## config.mk

```make
export PLATFORM = sky130hd
export DESIGN_NAME = osc_burst_sequencer
export DESIGN_NICKNAME = d
export VERILOG_FILES = /design/src/rtl/osc_burst_sequencer.sv
export SDC_FILE = /design/constraint.sdc
export NUM_CORES = 1
export LEC_CHECK = 0
export CAP_MARGIN = 20
export CELL_PAD_IN_SITES_DETAIL_PLACEMENT = 1
export CELL_PAD_IN_SITES_GLOBAL_PLACEMENT = 2
export CORE_UTILIZATION = 32
export DETAILED_ROUTE_END_ITERATION = 8
export PLACE_DENSITY_LB_ADDON = 0.12
export SYNTH_ARGS = -nofsm -noshare
export SYNTH_HDL_FRONTEND = slang
export SYNTH_SLANG_ARGS = --single-unit
```

## constraint.sdc

```tcl
create_clock -name clk -period 7.7 [get_ports clk]
set_clock_uncertainty 0.1 [all_clocks]
set_input_delay 1.54 -clock clk [delete_from_list [all_inputs] [get_ports clk]]
set_output_delay 1.54 -clock clk [all_outputs]
set_load 0.05 [all_outputs]
```

## src/rtl/osc_burst_sequencer.sv

```systemverilog
// osc_burst_sequencer
//
// Burst controller for the 8-bit sine/cosine recurrence oscillator. An
// accepted start re-seeds the oscillator (one cycle of osc_rst_n low), then
// for each of burst_len samples waits div cycles, steps the oscillator once
// (osc_en) while capturing its next-value outputs, and offers the captured
// pair on a valid/ready sample port. Rising zero-crossings of the captured
// sine are counted per burst in period_cnt (saturating).
//
// Ports
//   clk, reset        clock, asynchronous active-high reset
//   start, abort      burst request (IDLE only), synchronous cancel
//   burst_len, div    samples per burst, wait cycles per step (latched on start)
//   busy, done        not-IDLE flag, 1-cycle completion pulse
//   osc_en, osc_rst_n oscillator step enable and active-low re-seed
//   sine_in, cos_in   oscillator combinational next-value outputs
//   smp_valid/ready   sample handshake
//   smp_sine/cos/idx  captured sample and its 0-based index
//   smp_last          decoded: valid sample is the final one of the burst
//   period_cnt        rising zero-crossings seen this burst
//   state_dbg         current FSM state encoding, for observation only
//
// Handshake: a sample transfers on every clock edge where smp_valid and
// smp_ready are both high. Once smp_valid rises, smp_sine/smp_cos/smp_idx/
// smp_last hold steady until that transfer; only abort or reset may retract
// smp_valid before it.

module osc_burst_sequencer #(
  parameter int LEN_W  = 8,
  parameter int DIV_W  = 4,
  parameter int DATA_W = 8
) (
  input  logic              clk,
  input  logic              reset,
  input  logic              start,
  input  logic              abort,
  input  logic [LEN_W-1:0]  burst_len,
  input  logic [DIV_W-1:0]  div,
  output logic              busy,
  output logic              done,
  output logic              osc_en,
  output logic              osc_rst_n,
  input  logic [DATA_W-1:0] sine_in,
  input  logic [DATA_W-1:0] cos_in,
  output logic              smp_valid,
  input  logic              smp_ready,
  output logic [DATA_W-1:0] smp_sine,
  output logic [DATA_W-1:0] smp_cos,
  output logic [LEN_W-1:0]  smp_idx,
  output logic              smp_last,
  output logic [LEN_W-1:0]  period_cnt,
  output logic [2:0]        state_dbg
);

  typedef enum logic [2:0] {
    S_IDLE    = 3'd0,
    S_RESTART = 3'd1,
    S_WAIT    = 3'd2,
    S_STEP    = 3'd3,
    S_OUT     = 3'd4,
    S_DONE    = 3'd5
  } state_t;

  localparam logic [LEN_W-1:0] LEN_ONE = {{(LEN_W-1){1'b0}}, 1'b1};
  localparam logic [DIV_W-1:0] DIV_ONE = {{(DIV_W-1){1'b0}}, 1'b1};

  state_t              state_q,     state_d;
  logic [LEN_W-1:0]    len_q,       len_d;
  logic [DIV_W-1:0]    div_q,       div_d;
  logic [DIV_W-1:0]    wait_q,      wait_d;
  logic [LEN_W-1:0]    idx_q,       idx_d;
  logic [LEN_W-1:0]    period_q,    period_d;
  logic                first_q,     first_d;
  logic [DATA_W-1:0]   sine_q,      sine_d;
  logic [DATA_W-1:0]   cos_q,       cos_d;
  logic                busy_q,      busy_d;
  logic                done_q,      done_d;
  logic                osc_en_q,    osc_en_d;
  logic                osc_rst_n_q, osc_rst_n_d;
  logic                valid_q,     valid_d;

  logic                is_last;
  logic                zero_cross;

  assign is_last = (idx_q == (len_q - LEN_ONE));

  // A rising crossing needs a predecessor in this burst: first_q marks the
  // capture that has none, so its comparison against a stale sine_q is void.
  assign zero_cross = !first_q && sine_q[DATA_W-1] && !sine_in[DATA_W-1];

  always_comb begin
    state_d  = state_q;
    len_d    = len_q;
    div_d    = div_q;
    wait_d   = wait_q;
    idx_d    = idx_q;
    period_d = period_q;
    first_d  = first_q;
    sine_d   = sine_q;
    cos_d    = cos_q;

    case (state_q)
      S_IDLE: begin
        // A zero-length request is dropped silently: no burst, no done.
        if (start && !abort && (burst_len != '0)) begin
          len_d    = burst_len;
          div_d    = div;
          idx_d    = '0;
          period_d = '0;
          first_d  = 1'b1;
          state_d  = S_RESTART;
        end
      end

      S_RESTART: begin
        if (div_q != '0) begin
          wait_d  = div_q;
          state_d = S_WAIT;
        end else begin
          state_d = S_STEP;
        end
      end

      S_WAIT: begin
        // wait_q is loaded with div on entry, so hitting 1 means this is
        // the div-th wait cycle.
        if (wait_q == DIV_ONE) begin
          state_d = S_STEP;
        end else begin
          wait_d = wait_q - DIV_ONE;
        end
      end

      S_STEP: begin
        // osc_en is high this cycle; the oscillator advances on the same
        // edge that captures its next-value outputs.
        sine_d  = sine_in;
        cos_d   = cos_in;
        first_d = 1'b0;
        if (zero_cross && (period_q != '1)) begin
          period_d = period_q + LEN_ONE;
        end
        state_d = S_OUT;
      end

      S_OUT: begin
        if (smp_ready) begin
          if (is_last) begin
            state_d = S_DONE;
          end else begin
            idx_d = idx_q + LEN_ONE;
            if (div_q != '0) begin
              wait_d  = div_q;
              state_d = S_WAIT;
            end else begin
              state_d = S_STEP;
            end
          end
        end
      end

      S_DONE: begin
        state_d = S_IDLE;
      end

      default: begin
        state_d = S_IDLE;
      end
    endcase

    // Abort beats any handshake, capture or start in the same cycle and
    // freezes the index, counter and sample registers where they are.
    if (abort && (state_q != S_IDLE)) begin
      state_d  = S_IDLE;
      idx_d    = idx_q;
      period_d = period_q;
      first_d  = first_q;
      sine_d   = sine_q;
      cos_d    = cos_q;
    end

    // Registered outputs are decoded from the next state so each one is
    // exactly aligned with the state it describes.
    busy_d      = (state_d != S_IDLE);
    done_d      = (state_d == S_DONE);
    osc_en_d    = (state_d == S_STEP);
    osc_rst_n_d = (state_d != S_RESTART);
    valid_d     = (state_d == S_OUT);
  end

  always_ff @(posedge clk or posedge reset) begin
    if (reset) begin
      state_q     <= S_IDLE;
      len_q       <= '0;
      div_q       <= '0;
      wait_q      <= '0;
      idx_q       <= '0;
      period_q    <= '0;
      first_q     <= 1'b0;
      sine_q      <= '0;
      cos_q       <= '0;
      busy_q      <= 1'b0;
      done_q      <= 1'b0;
      osc_en_q    <= 1'b0;
      osc_rst_n_q <= 1'b1;
      valid_q     <= 1'b0;
    end else begin
      state_q     <= state_d;
      len_q       <= len_d;
      div_q       <= div_d;
      wait_q      <= wait_d;
      idx_q       <= idx_d;
      period_q    <= period_d;
      first_q     <= first_d;
      sine_q      <= sine_d;
      cos_q       <= cos_d;
      busy_q      <= busy_d;
      done_q      <= done_d;
      osc_en_q    <= osc_en_d;
      osc_rst_n_q <= osc_rst_n_d;
      valid_q     <= valid_d;
    end
  end

  assign busy       = busy_q;
  assign done       = done_q;
  assign osc_en     = osc_en_q;
  assign osc_rst_n  = osc_rst_n_q;
  assign smp_valid  = valid_q;
  assign smp_sine   = sine_q;
  assign smp_cos    = cos_q;
  assign smp_idx    = idx_q;
  assign smp_last   = (state_q == S_OUT) && is_last;
  assign period_cnt = period_q;
  assign state_dbg  = state_q;

endmodule

```

==> out/results.tsv <==
metric	value	unit
cts.sink_count	57	
grt_pass1_vias	2519	
antenna_left	0	
yosys_warnings	0	
die_h	97.08	um
clkLatencyLatePin	0.35	ns
rows	34	
cts.hold.buffers_added	0	
crit_chain	inv_1, ha_1, or3b_1, nor4_2, o211ai_2, nor4_1, clkdlybuf4s50_1	
cts_setup_buffers	0	
nets	400	
routed_via_density	5.107	
syn_area	2893	um2
regArea	1428	um2
power_density	353.0	nW/um2
cts-buffers-inserted	9	
dieArea	9425	um2
cp.required	6.06	ns
ios	74	
yosys.area.top_type	dfrtp_1	
grtUsageMet2	26.00	%
hold_violations	0	
critPathLaunchType	flip-flop	
finalSetupViolations	0	
grt_busiest_layer	met2	
synthCells	285	
ys_ff_latch	57	
portBuffers	73	
path_clk_slew	0.08	ns
overflow	0	
cts_tree	done	
yosys-top-cells-area	dfrtp_1 (48%), mux2_2 (6.6%), nand2_1 (5.2%)	
async_flop_share	100.0	%
drive_above_1_share	13.08	%
synth_edf_count	0	
syn_area_per_cell	10.15	um2
synthDominantCellAreaShare	48.44	%
rsz0062_at_grt	no	
cts.repair.resized	0	
worst-path-buf-inv	2	
fin_crit_sh	62.40	%
critPathMaxStageDelay	0.87	ns
multi_input_area	1404	um2
grt_max_degree	58	
grt_antenna_before_repair	0	
crit_type	flip-flop to primary output	
synth_seq_area_share	49.35	%
hold_class	flip-flop to flip-flop	
power.total	1.406	mW
start_util	33.17	%
synth_nets	323	
grt_pass1_wl	12.48	mm
fin_cells	475	
cp_top_family	simple AND/OR/NAND/NOR gates	
maxSlewHeadroom	36.92	%
tns	0	ns
syn_to_final_growth	37.72	%
dpl.hpwl	5.305	mm
cts_root_buffer	clkbuf_8	
cts_max_level	3	
dp_cells	459	
vias	2426	
cts_buffer_depth	2	
slowest_stage	clkdlybuf4s50_1	
yosysUniqueCellTypes	52	
outcome	completed	
grt_use_met1	22.69	%
grt_util_met3	3.453	%
maxCapViolCount	0	
crit_path_max_fanout	5	
n_fill_cell	972	
gp_congestion	0.7903	
wl	7.434	mm
dieWidth	97.08	um
cp-end-kind	primary output	
power.leakage	1.683	nW
drt-pass1-iter-count	4	
num_antenna_cells	0	
drc	0	
slew_viol_final	0	
fmaxAchievable	208.1	MHz
min_period	4.805	ns
fin_util	45.68	%
drt_iter0_markers	46	
wl_per_cell	15.65	um
tightest_slew	0.9384	ns
worstPathArrival	3.16	ns
ir_worst_vdd	205.2	uV
synth_top_flop_cell	dfrtp_1	
coreArea	8721	um2
gr-usage-all-layers	16.91	%
==> power by group <==
group | total, mW | switching [mW] | internal [mW] | leakage, nW
sequential | 0.473 | 0.0828 | 0.390 | 0.743
combinational | 0.611 | 0.376 | 0.234 | 0.830
clock | 0.323 | 0.138 | 0.185 | 0.110
total | 1.41 | 0.597 | 0.810 | 1.68
==> cell type report <==
cell class	count	area share (%)
Clock buffer	9	3.109
Clock inverter	7	2.575
Multi-Input combinational cell	208	35.24
Inverter	10	0.9422
Sequential cell	57	35.84
Tap cell	108	3.392
Timing Repair Buffer	76	18.91
==> cells in the mapped netlist, types with 4 or more instances <==
master / number
inv_1: 8
or3_1: 7
clkbuf_1: 8
ha_1: 5
a21oi_1: 13
nand4_1: 6
xor2_1: 7
nor2_1: 24
dfrtp_1: 56
xnor2_1: 9
nand2_1: 40
or4_1: 4
o21ai_0: 9
nor3_1: 6
mux2_2: 17
nand3_1: 6
==> cells in the final DEF, fill, tap and decap left out, types with 3 or more instances in the layout <==
| master | count |
|---|---|
| clkdlybuf4s50_1 | 73 |
| dfrtp_1 | 56 |
| nand2_1 | 40 |
| nor2_1 | 24 |
| mux2_2 | 17 |
| a21oi_1 | 13 |
| xnor2_1 | 9 |
| o21ai_0 | 9 |
| clkbuf_8 | 9 |
| inv_1 | 7 |
| xor2_1 | 7 |
| or3_1 | 7 |
| nand4_1 | 6 |
| nand3_1 | 6 |
| nor3_1 | 6 |
| ha_1 | 5 |
| or4_1 | 4 |
| o2111a_1 | 3 |
| inv_2 | 3 |
| nand2b_1 | 3 |
| nor3b_1 | 3 |
| and4_1 | 3 |
| o21a_1 | 3 |
| nor2b_1 | 3 |
| o21ai_1 | 3 |
| buf_4 | 3 |
==> per-layer routing <==
layer / up-vias / part of all wire [%]
li1: 1173 / -
met1: 1201 / 47
met2: 40 / 47
met3: 12 / 3.8
met4: 0 / 1.9
met5: - / 0
==> logic make-up after synthesis <==
family,after synthesis,synth area share (%)
simple gates,119,21.45
flops,57,49.35
mux,19,7.396
compound gates,49,12.15
xor+xnor,16,4.844
buf+inv,20,2.638
fa+ha+maj,5,2.163
==> stage by stage <==
stage | hold slack, ns | cell area (um2) | setup WS [ns]
6_report | 0.4079 | 3984 | 2.895
5_1_grt | 0.4301 | 3984 | 2.666
4_1_cts | 0.4169 | 3984 | 2.852
3_5_place_dp | 0.3983 | 3757 | 3.247
3_3_place_gp | 0.3887 | 3757 | 3.292
2_1_floorplan | 0.3652 | 2893 | 3.003
==> sequential cells by signal, summed over array words and instances, names as in the netlist <==
register / cells
busy: 1
div_q: 4
done: 1
first_q: 1
len_q: 8
osc_en: 1
osc_rst_n: 1
period_cnt: 8
smp_cos: 8
smp_idx: 8
smp_sine: 8
smp_valid: 1
state_dbg: 3
wait_q: 4
==> path summary, 6_finish.rpt <==
kind                                    startpoint                       to  slack (ns)  depth (start not counted)
setup / recovery              len_q[0]$_DFFE_PP0P_                 smp_last        2.90                          7
hold / removal             smp_sine[1]$_DFFE_PP0P_  smp_sine[1]$_DFFE_PP0P_        0.41                          1
setup reg to reg              len_q[0]$_DFFE_PP0P_   smp_idx[0]$_DFFE_PP0P_        4.49                          8
hold reg to reg            smp_sine[1]$_DFFE_PP0P_  smp_sine[1]$_DFFE_PP0P_        0.41                          1
max in group asynchronous                    reset     div_q[0]$_DFFE_PP0P_        5.37                          3
min in group asynchronous                    reset   smp_cos[7]$_DFFE_PP0P_        1.64                          3
No activity file was read; power rests on OpenSTA's default activity.
